===== src/rtl/riscv_pkg.sv =====
// Shared RISC-V pipeline constants: ALU operation codes, opcodes, forward selects
// and the decoded control payload carried from D into E.
package riscv_pkg;

   localparam int unsigned ALU_W = 5;

   localparam logic [ALU_W-1:0] ALU_ADD   = 5'b00000;
   localparam logic [ALU_W-1:0] ALU_SUB   = 5'b00001;
   localparam logic [ALU_W-1:0] ALU_AND   = 5'b00010;
   localparam logic [ALU_W-1:0] ALU_OR    = 5'b00011;
   localparam logic [ALU_W-1:0] ALU_XOR   = 5'b00100;
   localparam logic [ALU_W-1:0] ALU_SLL   = 5'b00101;
   localparam logic [ALU_W-1:0] ALU_SRL   = 5'b00110;
   localparam logic [ALU_W-1:0] ALU_SRA   = 5'b00111;
   localparam logic [ALU_W-1:0] ALU_SLT   = 5'b01000;
   localparam logic [ALU_W-1:0] ALU_SLTU  = 5'b01001;
   localparam logic [ALU_W-1:0] ALU_PASSB = 5'b01010;

   localparam logic [6:0] OP_R      = 7'b0110011;
   localparam logic [6:0] OP_I      = 7'b0010011;
   localparam logic [6:0] OP_LOAD   = 7'b0000011;
   localparam logic [6:0] OP_STORE  = 7'b0100011;
   localparam logic [6:0] OP_BRANCH = 7'b1100011;
   localparam logic [6:0] OP_JAL    = 7'b1101111;
   localparam logic [6:0] OP_JALR   = 7'b1100111;
   localparam logic [6:0] OP_LUI    = 7'b0110111;
   localparam logic [6:0] OP_AUIPC  = 7'b0010111;

   localparam logic [1:0] FWD_REG = 2'b00;
   localparam logic [1:0] FWD_W   = 2'b01;
   localparam logic [1:0] FWD_M   = 2'b10;

   // Decoded controls; src_a_pc selects PC for operand A, src_b_reg selects RD2 for operand B
   typedef struct packed {
      logic [ALU_W-1:0] alu_ctrl;
      logic             reg_write;
      logic             mem_write;
      logic             branch;
      logic             jump;
      logic             illegal;
      logic             src_a_pc;
      logic             src_b_reg;
   } dec_ctrl_t;

endpackage


===== src/rtl/alu_ctrl_decoder.sv =====
// Combinational D-stage decoder: opcode/funct3/funct7b5 to ALU operation and control bits.
module alu_ctrl_decoder
   import riscv_pkg::*;
(
   input  logic [6:0] i_opcode,
   input  logic [2:0] i_funct3,
   input  logic       i_funct7b5,
   output dec_ctrl_t  o_ctrl_c
);

   logic [ALU_W-1:0] w_arith;

   // funct3 to ALU op shared by R and I types; funct7b5 picks sra over srl
   always_comb begin
      w_arith = ALU_ADD;
      case (i_funct3)
         3'b000:  w_arith = ALU_ADD;
         3'b001:  w_arith = ALU_SLL;
         3'b010:  w_arith = ALU_SLT;
         3'b011:  w_arith = ALU_SLTU;
         3'b100:  w_arith = ALU_XOR;
         3'b101:  w_arith = i_funct7b5 ? ALU_SRA : ALU_SRL;
         3'b110:  w_arith = ALU_OR;
         3'b111:  w_arith = ALU_AND;
         default: w_arith = ALU_ADD;
      endcase
   end

   // Per-opcode control generation; unknown opcodes only raise illegal
   always_comb begin
      o_ctrl_c = '0;
      case (i_opcode)
         OP_R: begin
            o_ctrl_c.alu_ctrl  = (i_funct3 == 3'b000 && i_funct7b5) ? ALU_SUB : w_arith;
            o_ctrl_c.reg_write = 1'b1;
            o_ctrl_c.src_b_reg = 1'b1;
         end
         OP_I: begin
            o_ctrl_c.alu_ctrl  = w_arith;
            o_ctrl_c.reg_write = 1'b1;
         end
         OP_LOAD: begin
            o_ctrl_c.alu_ctrl  = ALU_ADD;
            o_ctrl_c.reg_write = 1'b1;
         end
         OP_STORE: begin
            o_ctrl_c.alu_ctrl  = ALU_ADD;
            o_ctrl_c.mem_write = 1'b1;
         end
         OP_BRANCH: begin
            o_ctrl_c.alu_ctrl  = ALU_SUB;
            o_ctrl_c.branch    = 1'b1;
            o_ctrl_c.src_b_reg = 1'b1;
         end
         OP_JAL, OP_JALR: begin
            o_ctrl_c.alu_ctrl  = ALU_ADD;
            o_ctrl_c.jump      = 1'b1;
            o_ctrl_c.reg_write = 1'b1;
         end
         OP_LUI: begin
            o_ctrl_c.alu_ctrl  = ALU_PASSB;
            o_ctrl_c.reg_write = 1'b1;
         end
         OP_AUIPC: begin
            o_ctrl_c.alu_ctrl  = ALU_ADD;
            o_ctrl_c.reg_write = 1'b1;
            o_ctrl_c.src_a_pc  = 1'b1;
         end
         default: o_ctrl_c.illegal = 1'b1;
      endcase
   end

endmodule


===== src/rtl/alu_issue_stage.sv =====
// ID/EX pipeline register plus E-stage forwarding muxes driving the ALU operands.
module alu_issue_stage
   import riscv_pkg::*;
#(
   parameter int unsigned XLEN      = 32,
   parameter int unsigned ALUCTRL_W = 5
) (
   input  logic                 clk,
   input  logic                 rst_n,
   input  logic                 StallE,
   input  logic                 FlushE,
   input  logic                 ValidD,
   input  logic [31:0]          InstrD,
   input  logic [XLEN-1:0]      PCD,
   input  logic [XLEN-1:0]      RD1D,
   input  logic [XLEN-1:0]      RD2D,
   input  logic [XLEN-1:0]      ImmExtD,
   input  logic [1:0]           ForwardAE,
   input  logic [1:0]           ForwardBE,
   input  logic [XLEN-1:0]      ResultW,
   input  logic [XLEN-1:0]      ALUResultM,
   output logic [XLEN-1:0]      SrcAE,
   output logic [XLEN-1:0]      SrcBE,
   output logic [ALUCTRL_W-1:0] ALUControlE,
   output logic [2:0]           funct3E,
   output logic [XLEN-1:0]      WriteDataE,
   output logic [XLEN-1:0]      PCE,
   output logic [4:0]           RdE,
   output logic [4:0]           Rs1E,
   output logic [4:0]           Rs2E,
   output logic                 RegWriteE,
   output logic                 MemWriteE,
   output logic                 BranchE,
   output logic                 JumpE,
   output logic                 ValidE,
   output logic                 IllegalE
);

   dec_ctrl_t             w_ctrl;
   logic                  w_unused;
   logic [XLEN-1:0]       w_fwd_a;
   logic [XLEN-1:0]       w_fwd_b;

   logic                  r_valid;
   logic                  r_reg_write;
   logic                  r_mem_write;
   logic                  r_branch;
   logic                  r_jump;
   logic                  r_illegal;
   logic                  r_src_a_pc;
   logic                  r_src_b_reg;
   logic [ALUCTRL_W-1:0]  r_alu_ctrl;
   logic [2:0]            r_funct3;
   logic [4:0]            r_rd;
   logic [4:0]            r_rs1;
   logic [4:0]            r_rs2;
   logic [XLEN-1:0]       r_pc;
   logic [XLEN-1:0]       r_rd1;
   logic [XLEN-1:0]       r_rd2;
   logic [XLEN-1:0]       r_imm;

   assign w_unused = ^{InstrD[31], InstrD[29:25]};

   alu_ctrl_decoder u_dec (
      .i_opcode   (InstrD[6:0]),
      .i_funct3   (InstrD[14:12]),
      .i_funct7b5 (InstrD[30]),
      .o_ctrl_c   (w_ctrl)
   );

   // E register: flush or an invalid D slot loads a bubble, stall holds, otherwise load
   always_ff @(posedge clk or negedge rst_n) begin
      if (!rst_n) begin
         r_valid     <= 1'b0;
         r_reg_write <= 1'b0;
         r_mem_write <= 1'b0;
         r_branch    <= 1'b0;
         r_jump      <= 1'b0;
         r_illegal   <= 1'b0;
         r_src_a_pc  <= 1'b0;
         r_src_b_reg <= 1'b0;
         r_alu_ctrl  <= '0;
         r_funct3    <= '0;
         r_rd        <= '0;
         r_rs1       <= '0;
         r_rs2       <= '0;
         r_pc        <= '0;
         r_rd1       <= '0;
         r_rd2       <= '0;
         r_imm       <= '0;
      end else if (FlushE || (!StallE && !ValidD)) begin
         r_valid     <= 1'b0;
         r_reg_write <= 1'b0;
         r_mem_write <= 1'b0;
         r_branch    <= 1'b0;
         r_jump      <= 1'b0;
         r_illegal   <= 1'b0;
         r_src_a_pc  <= 1'b0;
         r_src_b_reg <= 1'b0;
         r_alu_ctrl  <= '0;
         r_funct3    <= '0;
         r_rd        <= '0;
         r_rs1       <= '0;
         r_rs2       <= '0;
         r_pc        <= '0;
         r_rd1       <= '0;
         r_rd2       <= '0;
         r_imm       <= '0;
      end else if (!StallE) begin
         r_valid     <= 1'b1;
         r_reg_write <= w_ctrl.reg_write && (InstrD[11:7] != 5'd0);
         r_mem_write <= w_ctrl.mem_write;
         r_branch    <= w_ctrl.branch;
         r_jump      <= w_ctrl.jump;
         r_illegal   <= w_ctrl.illegal;
         r_src_a_pc  <= w_ctrl.src_a_pc;
         r_src_b_reg <= w_ctrl.src_b_reg;
         r_alu_ctrl  <= ALUCTRL_W'(w_ctrl.alu_ctrl);
         r_funct3    <= w_ctrl.branch ? InstrD[14:12] : 3'b000;
         r_rd        <= InstrD[11:7];
         r_rs1       <= InstrD[19:15];
         r_rs2       <= InstrD[24:20];
         r_pc        <= PCD;
         r_rd1       <= RD1D;
         r_rd2       <= RD2D;
         r_imm       <= ImmExtD;
      end
   end

   // Forwarding muxes; select 11 falls back to the registered operand
   always_comb begin
      w_fwd_a = r_rd1;
      w_fwd_b = r_rd2;
      case (ForwardAE)
         FWD_W:   w_fwd_a = ResultW;
         FWD_M:   w_fwd_a = ALUResultM;
         default: w_fwd_a = r_rd1;
      endcase
      case (ForwardBE)
         FWD_W:   w_fwd_b = ResultW;
         FWD_M:   w_fwd_b = ALUResultM;
         default: w_fwd_b = r_rd2;
      endcase
   end

   assign SrcAE       = r_src_a_pc  ? r_pc    : w_fwd_a;
   assign SrcBE       = r_src_b_reg ? w_fwd_b : r_imm;
   assign WriteDataE  = w_fwd_b;
   assign ALUControlE = r_alu_ctrl;
   assign funct3E     = r_funct3;
   assign PCE         = r_pc;
   assign RdE         = r_rd;
   assign Rs1E        = r_rs1;
   assign Rs2E        = r_rs2;
   assign RegWriteE   = r_reg_write;
   assign MemWriteE   = r_mem_write;
   assign BranchE     = r_branch;
   assign JumpE       = r_jump;
   assign ValidE      = r_valid;
   assign IllegalE    = r_illegal;

endmodule


===== config.mk =====
export PLATFORM = sky130hd
export DESIGN_NAME = alu_issue_stage
export DESIGN_NICKNAME = d
export VERILOG_FILES = /design/src/rtl/riscv_pkg.sv /design/src/rtl/alu_ctrl_decoder.sv /design/src/rtl/alu_issue_stage.sv
export SDC_FILE = /design/constraint.sdc
export NUM_CORES = 1
export LEC_CHECK = 0
export CORE_AREA = 2 2 154 156
export DETAILED_ROUTE_END_ITERATION = 8
export DIE_AREA = 0 0 156 158
export PLACE_DENSITY = 0.69
export SYNTH_ARGS = -nofsm -noshare
export SYNTH_HDL_FRONTEND = slang
export SYNTH_SLANG_ARGS = --single-unit

===== constraint.sdc =====
create_clock -name clk -period 1.8 [get_ports clk]
set_input_delay 0.27 -clock clk [delete_from_list [all_inputs] [get_ports clk]]
set_output_delay 0.27 -clock clk [all_outputs]
set_load 0.02 [all_outputs]

After elaboration in Yosys (flattened, before gate mapping)
Index checks and enable logic that the tools add are counted.

word-level totals
  flip-flop bits (word level) = 159
  bits of input ports = 233
  output and inout bits = 157
  logic and storage cells = 100

operators by class
  equal/unequal tests = 21
  mux-type cells = 50
  reduce and logical (&&, ||, !) cells = 12

operators with widths
  cell                number
  $mux 32             10
  $pmux 32 s2         2
  $mux 5              9
  $pmux 5 s8          1
  $mux 1              24
  $eq 7x6->1 const B  3
  $eq 7x7->1 const B  3
  $pmux 5 s4          1
  $eq 7x5->1 const B  2
  $eq 3x3->1 const B  4
  $mux 3              3
  $reduce_or 9->1     1
  $eq 7x2->1 const B  1
  $reduce_or 7->1     1
  $eq 3x2->1 const B  2
  $reduce_bool 5->1   1
  $eq 2x1->1 const B  2
  $eq 2x2->1 const B  2
  $reduce_or 2->1     2
  $eq 3x1->1 const B  1
  $logic_and 1x1->1   3
  $logic_not 3->1     1
  $logic_not 1->1     2
  $ne 2x1->1 const B  1
  $logic_or 1x1->1    1

Depth between registers and ports, before layout
Gate-level depths: netlist (run 1).

  depth in word-level cells = 6
  mapped depth = 7
  gate-level depth less buffers = 5

Hierarchy
A second synthesis (run 1) with hierarchy kept.

second synthesis, totals
  cell total of the unflattened synthesis = 702
  area total of the unflattened synthesis = 8,309.2 um2

by module, submodules not included
  module            instances  cells an instance  area an instance (um2)  seq. area each (um2)
  alu_issue_stage   1          661                8,057.7                 3,978.8
  alu_ctrl_decoder  1          41                 251.5                   0.0

Worst setup path before layout (run 1)
No wires, ideal clock.

  kind = input to output
  start = in ForwardAE[0]
  end = out SrcAE[10]
  data arrival time = 1,696 ps
  required time = 1,530 ps
  setup slack = -166 ps
  cell stages on the path = 6
  buffers on the path = 2
  path through = inv_1 -> ha_1 -> clkbuf_1 -> clkbuf_1 -> a221oi_1 -> o31ai_1

on the way
  cells in the longest elaborated chain, start to end = 3
  elaborated cells on any way between the ends = 4
  those cells by class = eq/ne: 2; mux: 2

ends and longest elaborated chain
  what                                      line                    text
  start: declaration                        alu_issue_stage.sv:18   input logic [1:0] ForwardAE,
  $eq 2x2->1 or $eq 2x1->1 (tied branches)  alu_issue_stage.sv:134  case (ForwardAE)
  $pmux 32 s2 (*)                           alu_issue_stage.sv:134
  $mux 32 (*)                               alu_issue_stage.sv:146  assign SrcAE = r_src_a_pc ? r_pc : w_fwd_a;
  end: declaration                          alu_issue_stage.sv:22   output logic [XLEN-1:0] SrcAE,

Mark *: on every way between the ends. The rest lies on a longest branch, timed or not.

Final worst setup path (run 1)
  start = reg r_src_b_reg
  end = out SrcBE[3]

on the way
  cells in the longest elaborated chain, start to end = 1

ends and longest elaborated chain
  what                      line                    text
  start: declaration        alu_issue_stage.sv:51   logic r_src_b_reg;
  start signal: assignment  alu_issue_stage.sv:117  r_src_b_reg <= w_ctrl.src_b_reg;
  $mux 32                   alu_issue_stage.sv:147  assign SrcBE = r_src_b_reg ? w_fwd_b : r_imm;
  end: declaration          alu_issue_stage.sv:23   output logic [XLEN-1:0] SrcBE,

No other way between the ends.

==> impl_metrics.py, run 1 <==
metrics = {
    "outcome": {
        "status": "finished, violations left",
        "failed_checks": "setup timing",
    },
    "clock_tree": {
        "cts_tree": "yes",
        "insertion_delay_ps": 430,
        "htree_levels": 4,
        "clk_path_buf_depth": 2,
        "clockRootBuffer": "clkbuf_16",
        "numClockSinks": 158,
        "clkTransAtPathRegs_ps": 80,
        "cts_buffers": 17,
    },
    "timing": {
        "min_period_ps": 1908,
        "setup_ws_ps": -107.8,
        "clock.fmax_mhz": 524.2,
        "setup_viol": 61,
        "tns_ps": -3942,
        "drv_slew": 0,
        "rsz0062_at_grt": "true",
        "final.setup_skew_ps": 0,
        "hold_viol": 0,
        "period_share_pct": 106.0,
    },
    "global_routing": {
        "antenna_found_initial": 0,
        "met2_usage_pct": 43.07,
        "grt.overflow.total": 0,
        "grt_max_degree": 47,
        "grt_pass1_vias": 8300,
        "grt_use_total_pct": 26.95,
        "busiest_layer": "met2",
        "grt_pass1_wl_um": 50390,
        "grt_use_met3_pct": 7.473,
        "use_met1_pct": 35.38,
    },
    "power": {
        "p_leak_nw": 6.856,
        "power_frac_seq_pct": 36.0,
        "power_density_nw_per_um2": 686.1,
        "comb_power_share_pct": 29.4,
        "p_sw_share_pct": 31.18,
        "ir_drop_uv": 480.3,
        "p_switching_mw": 3.263,
        "clkPwrFrac_pct": 34.6,
        "p_int_mw": 7.200,
    },
    "logic_synthesis": {
        "synth_seq_cells": 158,
        "synthCells": 698,
        "synth_xor_area_share_pct": 0.1133,
        "async_flop_share_pct": 100.0,
        "synth_area_sq_um": 7731,
        "ys_warn_count": 0,
        "synth_top_family_by_area": "compound AO/OA/AOI/OAI gates",
        "syn_area_per_cell_sq_um": 11.08,
        "yosysSeqAreaShare_pct": 51.14,
        "synth_edf_count": 0,
        "synth_simple_gate_area_share_pct": 8.723,
        "synth_flop_cell": "dfrtp_1",
        "yosys-mux-area-fraction_pct": 4.661,
        "synthDistinctLibCells": 40,
        "synth_fa_ha_area_share_pct": 0.6474,
        "synth_compound_area_share_pct": 30.28,
        "syn_nets": 935,
    },
    "setup_path": {
        "endpoint_kind": "primary output",
        "worstPathMaxFanout": 13,
        "slowest_stage": "dfrtp_2",
        "critPathKind": "register to primary output",
        "worst_ep_arrival_time_ps": 1640,
        "path_cells": "buf_12, buf_4, mux2_4, buf_6",
        "slowest_delay_ps": 470,
        "setup.worst_path.start_class": "register",
        "crit_required_ps": 1530,
    },
    "die": {
        "die-area_sq_um": 24650,
        "die_h_um": 158,
        "num_rows": 56,
        "floorplan.initialDensity_pct": 33.54,
        "die_w_um": 156,
        "io_pins": 390,
        "core_area_sq_um": 23050,
    },
    "flow_run": {
        "drv_cap": 0,
    },
    "placement": {
        "post_dp_cell_area_sq_um": 13100,
        "post-place-ws_ps": -1148,
        "place.port_buffers": 382,
        "hpwlAfterDp_um": 23790,
        "gp_congestion": 0.9278,
    },
    "detailed_routing": {
        "finalWirelength_um": 34510,
        "drtIter0Drc": 460,
        "via_count": 8206,
        "wire_per_inst_um": 23.07,
        "drc": 0,
        "ant_nets": 0,
        "firstDrtPassIters": 5,
        "viasPerCell": 5.485,
    },
    "final_layout": {
        "synthToLayoutAreaGrowth_pct": 97.25,
        "utilization_pct": 66.15,
        "diodes": 0,
        "drive_gt1_share_pct": 39.55,
        "fin_nets": 1430,
        "fin_area_sq_um": 15250,
    },
    "worst_hold_path": {
        "hold_class": "input port to asynchronous set/reset pin",
    },
}
==> cell type report <==
type | instances | area [sq um]
multi-input combinational | 463 | 4624
fill | 1749 | 7802
clock buffer | 17 | 425.4
inverter | 5 | 23.77
sequential | 158 | 3956
clock inverter | 15 | 162.7
timing repair buffer | 548 | 5694
tap | 290 | 362.8
==> synthesized netlist by cell type (5+ instances only) <==
| cell type | count | share of area, % |
|---|---|---|
| buf_2 | 31 | 2.0 |
| nor2b_1 | 38 | 3.1 |
| a221oi_1 | 32 | 3.6 |
| a22o_1 | 150 | 17 |
| nor2_1 | 5 | 0.24 |
| mux2_2 | 32 | 4.7 |
| inv_1 | 5 | 0.24 |
| nand2_1 | 73 | 3.5 |
| clkbuf_1 | 35 | 1.7 |
| o21ai_1 | 33 | 2.1 |
| a22oi_1 | 33 | 3.2 |
| dfrtp_1 | 158 | 51 |
| o31ai_1 | 32 | 3.1 |
==> cells in the final DEF, fill, tap and decap left out, types with 8 or more instances in the layout <==
cell type        count
o21ai_2             22
a22o_1             150
buf_4              124
a22oi_2             26
buf_6               55
mux2_2               9
clkbuf_16           21
clkdlybuf4s50_1    274
nand2_4              8
mux2_4              23
a221oi_2            18
nand2_2             11
buf_12              36
o31ai_4             20
nand2_1             54
o31ai_2             12
nor2b_1             35
dfrtp_1            156
buf_2               20
a221oi_4            12
==> power by group through the flow <==
stage	Clock (mW)	Combinational (mW)	Sequential, mW
finish	3.62	3.07	3.77
global route	3.86	3.24	3.78
CTS	3.70	2.88	3.76
detailed placement	0	2.55	3.82
global placement	0	2.53	3.82
floorplan	0	0.922	3.85
==> path summary, 6_finish.rpt <==
check                                   startpoint                endpoint  slack, ps  depth (start not counted)
hold reg to reg                BranchE$_DFFE_PN0P_     BranchE$_DFFE_PN0P_        500                          1
hold / removal                               rst_n     PCE[17]$_DFFE_PN0P_        330                          2
setup / recovery           r_src_b_reg$_DFFE_PN0P_                SrcBE[3]       -110                          4
setup reg to reg            r_src_a_pc$_DFFE_PN0P_  r_src_a_pc$_DFFE_PN0P_        630                          3
max in group asynchronous                    rst_n   r_rd1[23]$_DFFE_PN0P_        810                          3
min in group clk                           PCD[23]     PCE[23]$_DFFE_PN0P_        430                          2
==> cell families (layout without fill, tap and decap cells) <==
logic type,Yosys count,count (layout)
buf+inv,77,585
fa+ha+maj,4,4
compound gates,293,293
xor+xnor,1,1
other cells,1,1
flops,158,158
simple gates,132,132
mux,32,32
==> through the flow <==
stage / total power [mW] / hold WS, ps / instances
floorplan: 4.773 / -25.59 / 698
global placement: 6.354 / 238.1 / 1425
detailed placement: 6.369 / 237.4 / 1425
CTS: 10.33 / 331.4 / 1482
global route: 10.87 / 366.1 / 1496
finish: 10.46 / 328.2 / 1496
==> metal layers <==
layer,part of all wire (%),wire length (um)
met4,2.7,935
met2,49,16870
met5,0,0
met1,41,14030
met3,7.7,2674
==> critical path: cells and delay by family (launching register included) <==
family / cells / cell delay [ps]
DFF: 1 / 470
muxes: 1 / 290
buffers and inverters: 3 / 450
==> what timing repair did <==
item                                   in CTS  in global routing
gates resized for setup                   562                139
cloned                                      8                  4
pin swaps                                  17                 11
buffers inserted                           16                 12
setup endpoints to repair                  97                 91
endpoints found under the hold margin      41                  0
hold buffers                                1                  0
No activity file was read; power rests on OpenSTA's default activity.
==> inputs of run 2 (changes only) <==
--- a/config.mk
+++ b/config.mk
@@ -8,7 +8,7 @@
 export CORE_AREA = 2 2 154 156
 export DETAILED_ROUTE_END_ITERATION = 8
 export DIE_AREA = 0 0 156 158
-export PLACE_DENSITY = 0.69
+export PLACE_DENSITY = 0.8
 export SYNTH_ARGS = -nofsm -noshare
 export SYNTH_HDL_FRONTEND = slang
 export SYNTH_SLANG_ARGS = --single-unit
==> impl_metrics.py, run 2 (same netlist as run 1, synthesis figures left out) <==
metrics = {
    "timing": {
        "drv_slew": 0,
        "hold_viol": 0,
        "period_share_pct": 103.6,
        "clock.fmax_mhz": 536.5,
        "tns_ps": -1626,
        "rsz0062_at_grt": "true",
        "whs_ps": 370.9,
        "final.setup_skew_ps": 0,
        "min_period_ps": 1864,
        "relSlewSlack_pct": 64.58,
        "worst_pin_slew_ps": 531.2,
        "setup_viol": 47,
        "setup_ws_ps": -63.98,
    },
    "die": {
        "io_pins": 390,
        "num_rows": 56,
        "die_w_um": 156,
        "die_h_um": 158,
        "die-area_sq_um": 24650,
        "core_area_sq_um": 23050,
        "floorplan.initialDensity_pct": 33.54,
    },
    "clock_tree": {
        "htree_levels": 4,
        "insertion_delay_ps": 420,
        "clkTransAtPathRegs_ps": 70,
        "cts_buffers": 17,
        "numClockSinks": 158,
        "clk_path_buf_depth": 2,
        "cts_tree": "yes",
        "clockRootBuffer": "clkbuf_16",
    },
    "global_routing": {
        "grt.overflow.total": 0,
        "grt_max_degree": 72,
        "antenna_found_initial": 0,
        "grt_use_total_pct": 27.02,
        "grt_pass1_vias": 8163,
        "grt_pass1_wl_um": 50130,
    },
    "setup_path": {
        "slowest_delay_ps": 410,
        "slowest_stage": "dfrtp_2",
        "crit_required_ps": 1530,
        "path_cells": "buf_6, buf_12, mux2_4, buf_6",
        "rr_worst_depth": 3,
        "worstPathMaxFanout": 8,
        "worst_ep_arrival_time_ps": 1590,
        "critPathKind": "register to primary output",
        "crit_path_frequent_cell": "buf_6",
        "setup.worst_path.start_class": "register",
        "endpoint_kind": "primary output",
    },
    "detailed_routing": {
        "drc": 0,
        "firstDrtPassIters": 5,
        "via_count": 8063,
        "drtIter0Drc": 718,
        "ant_nets": 0,
        "viasPerCell": 5.530,
        "finalWirelength_um": 34300,
        "wire_per_inst_um": 23.53,
    },
    "power": {
        "clkPwrFrac_pct": 36.2,
        "p_sw_share_pct": 31.69,
        "ir_drop_uv": 490.2,
        "p_int_mw": 7.108,
        "p_leak_nw": 6.551,
        "power_frac_seq_pct": 36.1,
        "p_total_mw": 10.41,
        "power_density_nw_per_um2": 714.8,
        "comb_power_share_pct": 27.7,
        "p_switching_mw": 3.298,
    },
    "final_layout": {
        "layout_commonest_cell": "clkdlybuf4s50_1",
        "regArea_sq_um": 3956,
        "fillCellCount": 1787,
        "stdcell_count": 1458,
        "multiInputGateArea_sq_um": 4364,
        "diodes": 0,
        "synthToLayoutAreaGrowth_pct": 88.32,
        "fin_nets": 1392,
        "utilization_pct": 63.16,
        "drive_gt1_share_pct": 35.79,
        "final_cell_mix": "clkdlybuf4s50_1, dfrtp_1, a22o_1",
    },
    "placement": {
        "place_inst": 1404,
        "hpwlAfterDp_um": 23760,
        "gp_congestion": 0.9294,
        "place.port_buffers": 382,
    },
    "flow_run": {
        "drv_cap": 0,
    },
    "worst_hold_path": {
        "hold_class": "input port to asynchronous set/reset pin",
    },
    "outcome": {
        "status": "finished, violations left",
        "failed_checks": "setup timing",
    },
}
-- run 2: power groups by stage --
stage | Clock [mW] | Combinational (mW) | Sequential [mW]
after detailed placement | 0 | 2.52 | 3.82
after CTS | 3.83 | 2.81 | 3.76
after global placement | 0 | 2.50 | 3.82
final | 3.76 | 2.88 | 3.76
after floorplan | 0 | 0.922 | 3.85
after global routing | 3.97 | 3.04 | 3.78
-- run 2: routing by layer --
metal | vias up | GRT usage [%] | wire length [um]
li1 | 3623 | - | -
met1 | 3966 | 36.01 | 14300
met2 | 405 | 43.11 | 16390
met3 | 69 | 6.460 | 2658
met4 | 0 | 9.611 | 950
met5 | - | 0 | 0
-- run 2: final cells by class --
type | count | area share (%)
Tap cell | 290 | 2.492
Timing Repair Buffer | 510 | 36.01
Inverter | 5 | 0.1461
Clock inverter | 15 | 1.281
Clock buffer | 17 | 2.922
Multi-Input combinational cell | 463 | 29.98
Sequential cell | 158 | 27.17
-- run 2: critical path, delay by kind of cell (launching register included) --
family / cells / cell delay [ps]
multiplexers: 1 / 320
flip-flops: 1 / 410
buffers and inverters: 3 / 440
-- run 2: per-stage QoR --
step,area (sq um),worst slack [ps]
after floorplan,7938,-70.93
after global placement,12870,-1083
after detailed placement,12870,-1074
after CTS,14350,-105.9
after global routing,14560,-102.6
final,14560,-63.98
-- run 2: path summary, 6_finish.rpt --
check / slack (ps) / start / end
min in group clk: 430 / InstrD[15] / Rs1E[0]$_DFFE_PN0P_
min reg2reg: 480 / ValidE$_DFFE_PN0P_ / ValidE$_DFFE_PN0P_
max reg2reg: 680 / r_src_a_pc$_DFFE_PN0P_ / r_src_a_pc$_DFFE_PN0P_
max: -60 / r_src_b_reg$_DFFE_PN0P_ / SrcBE[19]
min: 370 / rst_n / PCE[10]$_DFFE_PN0P_
max in group asynchronous: 830 / rst_n / PCE[27]$_DFFE_PN0P_
-- run 2: timing repair --
| item | in CTS | in global routing |
|---|---|---|
| setup buffers | 15 | 5 |
| pin swaps | 19 | 11 |
| hold buffers | 1 | 0 |
| resized for setup | 609 | 64 |
| endpoints found under the hold margin | 43 | 0 |
| setup endpoints to repair | 97 | 90 |
| gates cloned | 11 | 1 |
